`config.mk`:
```
export PLATFORM = sky130hd
export DESIGN_NAME = gpu_ram_arbiter
export DESIGN_NICKNAME = d
export VERILOG_FILES = /design/src/rtl/gpu_ram_pkg.sv /design/src/rtl/gpu_ram_tag_pipe.sv /design/src/rtl/gpu_ram_arbiter.sv
export SDC_FILE = /design/constraint.sdc
export NUM_CORES = 1
export LEC_CHECK = 0
export ABC_AREA = 1
export ABC_CLOCK_PERIOD_IN_PS = 3800
export CORE_AREA = 2 2 81 83
export CTS_BUF_LIST = sky130_fd_sc_hd__clkbuf_2 sky130_fd_sc_hd__clkbuf_4 sky130_fd_sc_hd__clkbuf_8
export DETAILED_ROUTE_END_ITERATION = 10
export DIE_AREA = 0 0 83 85
export GPL_ROUTABILITY_DRIVEN = 0
export PLACE_DENSITY = 0.85
export SYNTH_ARGS = -nofsm -noshare
export SYNTH_HDL_FRONTEND = slang
export SYNTH_SLANG_ARGS = --single-unit
```
`constraint.sdc`:
```
create_clock -name GPU_CLK -period 3.8 [get_ports GPU_CLK]
set_input_delay 0.76 -clock GPU_CLK [delete_from_list [all_inputs] [get_ports GPU_CLK]]
set_output_delay 0.76 -clock GPU_CLK [all_outputs]
set_load 0.05 [all_outputs]
```
`src/rtl/gpu_ram_pkg.sv`:
```
// ---------------------------------------------------------------------------
// gpu_ram_pkg
// Shared definitions for the GPU RAM arbiter slice:
//   - default address width / addressable-memory size / RAM read latency
//   - requester source encodings (Z80 bridge vs secondary engine)
//   - read-tag structure carried down the latency-matched tag pipe
//   - default data returned for out-of-range reads
// ---------------------------------------------------------------------------
package gpu_ram_pkg;

    localparam int ADDR_W_DEF        = 20;
    localparam int MEM_SIZE_BITS_DEF = 15;
    localparam int RAM_RD_LAT_DEF    = 2;

    localparam logic [7:0] OOR_DATA_DEF = 8'hFF;

    // Requester identity stored in each in-flight read tag.
    localparam logic SRC_Z80 = 1'b0;
    localparam logic SRC_SEC = 1'b1;

    typedef struct packed {
        logic valid;   // a read response is owed for this slot
        logic src;     // SRC_Z80 or SRC_SEC
        logic oor;     // address was out of range: answer with OOR data
    } ram_tag_t;

    localparam ram_tag_t TAG_IDLE = '{valid: 1'b0, src: SRC_Z80, oor: 1'b0};

    // True when a tag carries a live read belonging to the given requester.
    function automatic logic tag_hits(input ram_tag_t tag, input logic src);
        return tag.valid && (tag.src == src);
    endfunction

endpackage

```
`src/rtl/gpu_ram_tag_pipe.sv`:
```
// ---------------------------------------------------------------------------
// gpu_ram_tag_pipe
// Fixed-depth shift register of read tags. A new tag enters stage 0 every
// cycle (an idle tag when nothing was read) and emerges from the last stage
// DEPTH cycles later, lined up with the RAM read data.
// Ports:
//   i_clk  - clock, rising edge
//   i_clr  - synchronous clear of every stage
//   i_tag  - tag for the access issued this cycle
//   o_tag  - tag leaving the final stage
// ---------------------------------------------------------------------------
module gpu_ram_tag_pipe
    import gpu_ram_pkg::*;
#(
    parameter int DEPTH = 3
) (
    input  logic     i_clk,
    input  logic     i_clr,
    input  ram_tag_t i_tag,
    output ram_tag_t o_tag
);

    ram_tag_t r_stage [DEPTH];

    // Shift tags one stage per cycle; clear drops every in-flight read.
    always_ff @(posedge i_clk) begin
        if (i_clr) begin
            for (int k = 0; k < DEPTH; k++) begin
                r_stage[k] <= TAG_IDLE;
            end
        end else begin
            r_stage[0] <= i_tag;
            for (int k = 1; k < DEPTH; k++) begin
                r_stage[k] <= r_stage[k-1];
            end
        end
    end

    assign o_tag = r_stage[DEPTH-1];

endmodule

```
`src/rtl/gpu_ram_arbiter.sv`:
```
// ---------------------------------------------------------------------------
// gpu_ram_arbiter
// Shares the single GPU RAM port between the Z80 bridge (one-cycle write/read
// pulses, highest priority, never stalled) and a secondary engine (level
// request with combinational ack). One access is issued per cycle; the RAM
// controls are registered so the access appears on ram_* one cycle after
// arbitration. Reads are tracked by a tag pipe of RAM_RD_LAT+1 stages so the
// returning data is routed to the requester that issued it. Addresses at or
// beyond 2**MEM_SIZE_BITS never reach the RAM: writes are dropped, reads are
// answered with OOR_DATA at the normal latency.
// Ports:
//   GPU_CLK, reset                 - clock and synchronous active-high reset
//   z80_wr_ena/z80_rd_req          - Z80 access pulses (write wins if both)
//   z80_addr/z80_wdata             - Z80 address / write data
//   z80_rdata/z80_rd_rdy           - Z80 read data and its ready pulse
//   z80_collision                  - sticky flag: write and read pulsed together
//   sec_req/sec_we/sec_addr/sec_wdata - secondary request (held until ack)
//   sec_ack                        - secondary request accepted this cycle
//   sec_rdata/sec_rd_valid         - secondary read data and its valid pulse
//   ram_addr/ram_wdata/ram_wr_ena/ram_rd_ena - registered RAM controls
//   ram_rdata                      - RAM data, RAM_RD_LAT after ram_rd_ena
// ---------------------------------------------------------------------------
module gpu_ram_arbiter
    import gpu_ram_pkg::*;
#(
    parameter int         ADDR_W        = ADDR_W_DEF,
    parameter int         MEM_SIZE_BITS = MEM_SIZE_BITS_DEF,
    parameter int         RAM_RD_LAT    = RAM_RD_LAT_DEF,
    parameter logic [7:0] OOR_DATA      = OOR_DATA_DEF
) (
    input  logic              GPU_CLK,
    input  logic              reset,
    input  logic              z80_wr_ena,
    input  logic              z80_rd_req,
    input  logic [ADDR_W-1:0] z80_addr,
    input  logic [7:0]        z80_wdata,
    output logic [7:0]        z80_rdata,
    output logic              z80_rd_rdy,
    output logic              z80_collision,
    input  logic              sec_req,
    input  logic              sec_we,
    input  logic [ADDR_W-1:0] sec_addr,
    input  logic [7:0]        sec_wdata,
    output logic              sec_ack,
    output logic [7:0]        sec_rdata,
    output logic              sec_rd_valid,
    output logic [ADDR_W-1:0] ram_addr,
    output logic [7:0]        ram_wdata,
    output logic              ram_wr_ena,
    output logic              ram_rd_ena,
    input  logic [7:0]        ram_rdata
);

    localparam int TAG_DEPTH = RAM_RD_LAT + 1;

    // Any bit at or above MEM_SIZE_BITS set means the address is beyond memory.
    function automatic logic addr_oor(input logic [ADDR_W-1:0] addr);
        return (addr >> MEM_SIZE_BITS) != {ADDR_W{1'b0}};
    endfunction

    logic              w_sel_valid;
    logic              w_sel_we;
    logic              w_sel_src;
    logic [ADDR_W-1:0] w_sel_addr;
    logic [7:0]        w_sel_wdata;
    logic              w_sel_oor;
    logic              w_issue_wr;
    logic              w_issue_rd;
    ram_tag_t          w_tag_in;
    ram_tag_t          w_tag_out;
    logic [7:0]        w_resp_data;
    logic              w_z80_resp;
    logic              w_sec_resp;

    // Fixed-priority arbitration: Z80 pulse first, then held secondary request.
    always_comb begin
        w_sel_valid = 1'b0;
        w_sel_we    = 1'b0;
        w_sel_src   = SRC_Z80;
        w_sel_addr  = {ADDR_W{1'b0}};
        w_sel_wdata = 8'h00;
        sec_ack     = 1'b0;
        if (reset) begin
            w_sel_valid = 1'b0;
        end else if (z80_wr_ena || z80_rd_req) begin
            // On a collision the write wins and the read is dropped.
            w_sel_valid = 1'b1;
            w_sel_we    = z80_wr_ena;
            w_sel_src   = SRC_Z80;
            w_sel_addr  = z80_addr;
            w_sel_wdata = z80_wdata;
        end else if (sec_req) begin
            w_sel_valid = 1'b1;
            w_sel_we    = sec_we;
            w_sel_src   = SRC_SEC;
            w_sel_addr  = sec_addr;
            w_sel_wdata = sec_wdata;
            sec_ack     = 1'b1;
        end else begin
            w_sel_valid = 1'b0;
        end
    end

    // Range gating and tag build: out-of-range reads still take a tag slot.
    always_comb begin
        w_sel_oor        = addr_oor(w_sel_addr);
        w_issue_wr       = w_sel_valid && w_sel_we && !w_sel_oor;
        w_issue_rd       = w_sel_valid && !w_sel_we && !w_sel_oor;
        w_tag_in         = TAG_IDLE;
        w_tag_in.valid   = w_sel_valid && !w_sel_we;
        w_tag_in.src     = w_sel_src;
        w_tag_in.oor     = w_sel_oor;
    end

    gpu_ram_tag_pipe #(
        .DEPTH (TAG_DEPTH)
    ) u_tag_pipe (
        .i_clk (GPU_CLK),
        .i_clr (reset),
        .i_tag (w_tag_in),
        .o_tag (w_tag_out)
    );

    // Response data source: the RAM, or the fixed value for out-of-range reads.
    always_comb begin
        if (w_tag_out.oor) begin
            w_resp_data = OOR_DATA;
        end else begin
            w_resp_data = ram_rdata;
        end
        w_z80_resp = tag_hits(w_tag_out, SRC_Z80);
        w_sec_resp = tag_hits(w_tag_out, SRC_SEC);
    end

    // Registered RAM port: enables last one cycle, address/data hold when idle.
    always_ff @(posedge GPU_CLK) begin
        if (reset) begin
            ram_addr   <= {ADDR_W{1'b0}};
            ram_wdata  <= 8'h00;
            ram_wr_ena <= 1'b0;
            ram_rd_ena <= 1'b0;
        end else begin
            ram_wr_ena <= w_issue_wr;
            ram_rd_ena <= w_issue_rd;
            if (w_issue_wr || w_issue_rd) begin
                ram_addr <= w_sel_addr;
            end
            if (w_issue_wr) begin
                ram_wdata <= w_sel_wdata;
            end
        end
    end

    // Read-data return: route by tag source; data holds until the next response.
    always_ff @(posedge GPU_CLK) begin
        if (reset) begin
            z80_rdata    <= 8'h00;
            z80_rd_rdy   <= 1'b0;
            sec_rdata    <= 8'h00;
            sec_rd_valid <= 1'b0;
        end else begin
            z80_rd_rdy   <= w_z80_resp;
            sec_rd_valid <= w_sec_resp;
            if (w_z80_resp) begin
                z80_rdata <= w_resp_data;
            end
            if (w_sec_resp) begin
                sec_rdata <= w_resp_data;
            end
        end
    end

    // Sticky collision flag, cleared only by reset.
    always_ff @(posedge GPU_CLK) begin
        if (reset) begin
            z80_collision <= 1'b0;
        end else if (z80_wr_ena && z80_rd_req) begin
            z80_collision <= 1'b1;
        end
    end

endmodule

```
==> summary.txt <==
first-pass GRT wire length = 12000 µm
first-pass iteration count of the detailed router = 4
Non-Filler Instances = 606
CTS Buffer Depth = 2
most frequent cell after synthesis = nand2_1
Crit Path Max Fanout = 32
hold path startpoint = u_tag_pipe.r_stage[0][3]$_SDFF_PP0_
CTS resizes = 0
clock tree skew after final layout = 0.00593 ns
power density over the cells = 398 mW/mm²
initial core utilization = 45.1%
Syn Inst Count = 412
Peak VDD IR = 0.221 mV
Mapped Area = 0.00280 mm²
CP Capture Type = primary output
adder-cell share of the synthesized area = 0%
Post-synth top cells = 98 x nand2_1, 72 x inv_1, 64 x nor2_1
Avg WL per Cell = 12.2 µm
vias in the first global route = 2590
Least-Margin Pin Slew = 0.781 ns
post-synthesis xor/xnor area fraction = 0%
post-detail-place hpwl = 5350 µm
final hold viol count = 0
Reg clk slew, reported paths = 0.06 ns
largest net degree at the start of global routing = 35
DP Cell Count = 590
Unique masters post-synth = 24
Req. time, crit path = 3.04 ns
run status = complete, no violations
Die Y = 85 µm
WP data arrival = 2.26 ns
GRT Util Overall = 21.2%
hold worst-path end = u_tag_pipe.r_stage[0][6]$_SDFF_PP0_
Rows = 29
Root Buffer = clkbuf_8
Fin Hold WS = 0.409 ns
RSZ-0062 raised after global routing = false
final-stage net count = 594
DR vias/cell = 4.73
# DRC = 0
GRT Residual Overflow = 0
top post-synthesis cells by area = dfxtp_1 41%, nand2_1 13%, inv_1 9.7%, nor2_1 8.6%, nand4_1 5.6%
H-tree levels = 3
PortBufs = 119
initial antenna violation count = 0
core area = 0.00620 mm²
Max Slew Vio Count = 0
CP Launch Type = primary input
type of the worst setup path = primary input to primary output
syn avg cell area = 6.80 µm²
Post-CTS Setup Inserts = 0
die area = 0.00706 mm²
headroom to the max-slew limit = 47.9%
WHS Path Cells = 2
Achievable Freq = 332 MHz
final setup fails = 0
drt total wl = 7390 µm
Leak = 1.98 nW
RR Endpoint = z80_rdata[7]$_SDFFE_PP0P_
Synth area leader = dfxtp_1
n_diodes = 0
Multi-input gate area = 0.00123 mm²
Synth Area in Compound Gates = 10.1%
largest family of logic cells by synthesized area = simple AND/OR/NAND/NOR gates
Pwr Total = 1.67 mW
slack of the critical path = 0.784 ns
simple-gate share of the synthesized area = 33.9%
EDFF count, synth = 0
Via Count = 2867
CTS tree = built
clk_lat worst skew = 0.34 ns
post-synth top area share = 41.5%
clock buffer count from CTS = 9
Place WS = 0.678 ns
Ports = 120
fin crit share = 79.4%
area delta synth->final = 50.1%
Yosys reg bits = 58
Top FF cell, synth = dfxtp_1
Iter 0 DRT Violations = 90
r2r setup slk = 2.39 ns
Register-to-Register Path Depth = 5
multiplexer share of the synthesized area = 0%
clock sinks = 58
Ys Warns = 0
post-route setup TNS = 0 ns
max_cap viols = 0
Die Wd = 83 µm
fillers = 553
hold buffer count at CTS = 0
Mapped Nets = 482
Sequential Area = 0.00116 mm²
fin crit period = 3.02 ns
share of layout cells above drive strength 1 = 7.37%
Post-synth ARST share = 0%
DRT antenna net count = 0
reg2reg start = u_tag_pipe.r_stage[0][8]$_SDFF_PP0_
Seq/Total Area, Yosys = 41.5%
type of the most critical hold path = flip-flop to flip-flop
[routing by layer]
| layer | share of wire (%) | vias to the layer above | global-route usage, % |
|---|---|---|---|
| met1 | 43 | 1280 | 24.8 |
| li1 | - | 1489 | - |
| met2 | 51 | 87 | 37.3 |
| met3 | 4.5 | 11 | 4.86 |
| met4 | 1.5 | 0 | 9.39 |
| met5 | 0 | - | 0 |
[worst max-delay path, cell delays in order]
cell and delay [ns]:
clkdlybuf4s50_1 0.53, inv_2 0.10, nand2_2 0.32, nor3_1 0.30
buf_4 0.24
[how the worst max path moves through the flow]
| stage | endpoint | slack, ns | depth (start not counted) | start |
|---|---|---|---|---|
| after CTS | sec_ack | 0.76 | 5 | z80_wr_ena |
| after detailed placement | ram_wdata[0]$_SDFFE_PP0P_ | 0.68 | 8 | z80_wr_ena |
| after global placement | ram_wdata[2]$_SDFFE_PP0P_ | 0.79 | 8 | z80_wr_ena |
| final | sec_ack | 0.78 | 5 | z80_wr_ena |
| after global routing | sec_ack | 0.67 | 5 | z80_wr_ena |
| after floorplan | sec_ack | 0.81 | 5 | z80_rd_req |
[stage by stage]
step | utilization (%) | instance area [µm²]
after floorplan | - | 2800
after global placement | 64.1 | 3980
after detailed placement | 64.1 | 3980
after CTS | 67.7 | 4200
after global routing | 67.7 | 4200
final | 67.7 | 4200
[layout make-up]
cell class,instances,share of cell area (%)
Tap cell,77,2.29
Timing Repair Buffer,121,28.6
Inverter,76,6.79
Clock inverter,5,1.85
Sequential cell,58,27.6
Clock buffer,11,3.45
Multi-Input combinational cell,258,29.4
[registers in the layout, indices dropped and copies added (netlist names)]
| name | flops |
|---|---|
| ram_addr | 20 |
| ram_rd_ena | 1 |
| ram_wdata | 8 |
| ram_wr_ena | 1 |
| sec_rd_valid | 1 |
| sec_rdata | 8 |
| u_tag_pipe.r_stage | 9 |
| z80_collision | 1 |
| z80_rd_rdy | 1 |
| z80_rdata | 8 |
[report_power, final]
part | total [mW] | internal (mW) | switching, mW | leakage (nW)
combinational | 0.379 | 0.157 | 0.223 | 1.40
sequential | 0.655 | 0.639 | 0.0160 | 0.474
clock | 0.637 | 0.392 | 0.245 | 0.113
[cells in the final DEF (no fill, tap or decap), drive strengths merged, types with 3 or more instances in the layout]
cell type / count
nand2: 100
or2: 7
clkbuf: 11
inv: 76
nor3: 3
nor2: 67
o21ai: 16
nand4: 27
nand3: 11
a21oi: 4
clkdlybuf4s50: 118
a21boi: 23
dfxtp: 58
buf: 3
[logic make-up after synthesis]
group / after synthesis
AND/OR/NAND/NOR: 215
buffers and inverters: 96
flip-flops: 58
AO/OA/AOI/OAI: 43
Power figures use the tool's default switching activity.
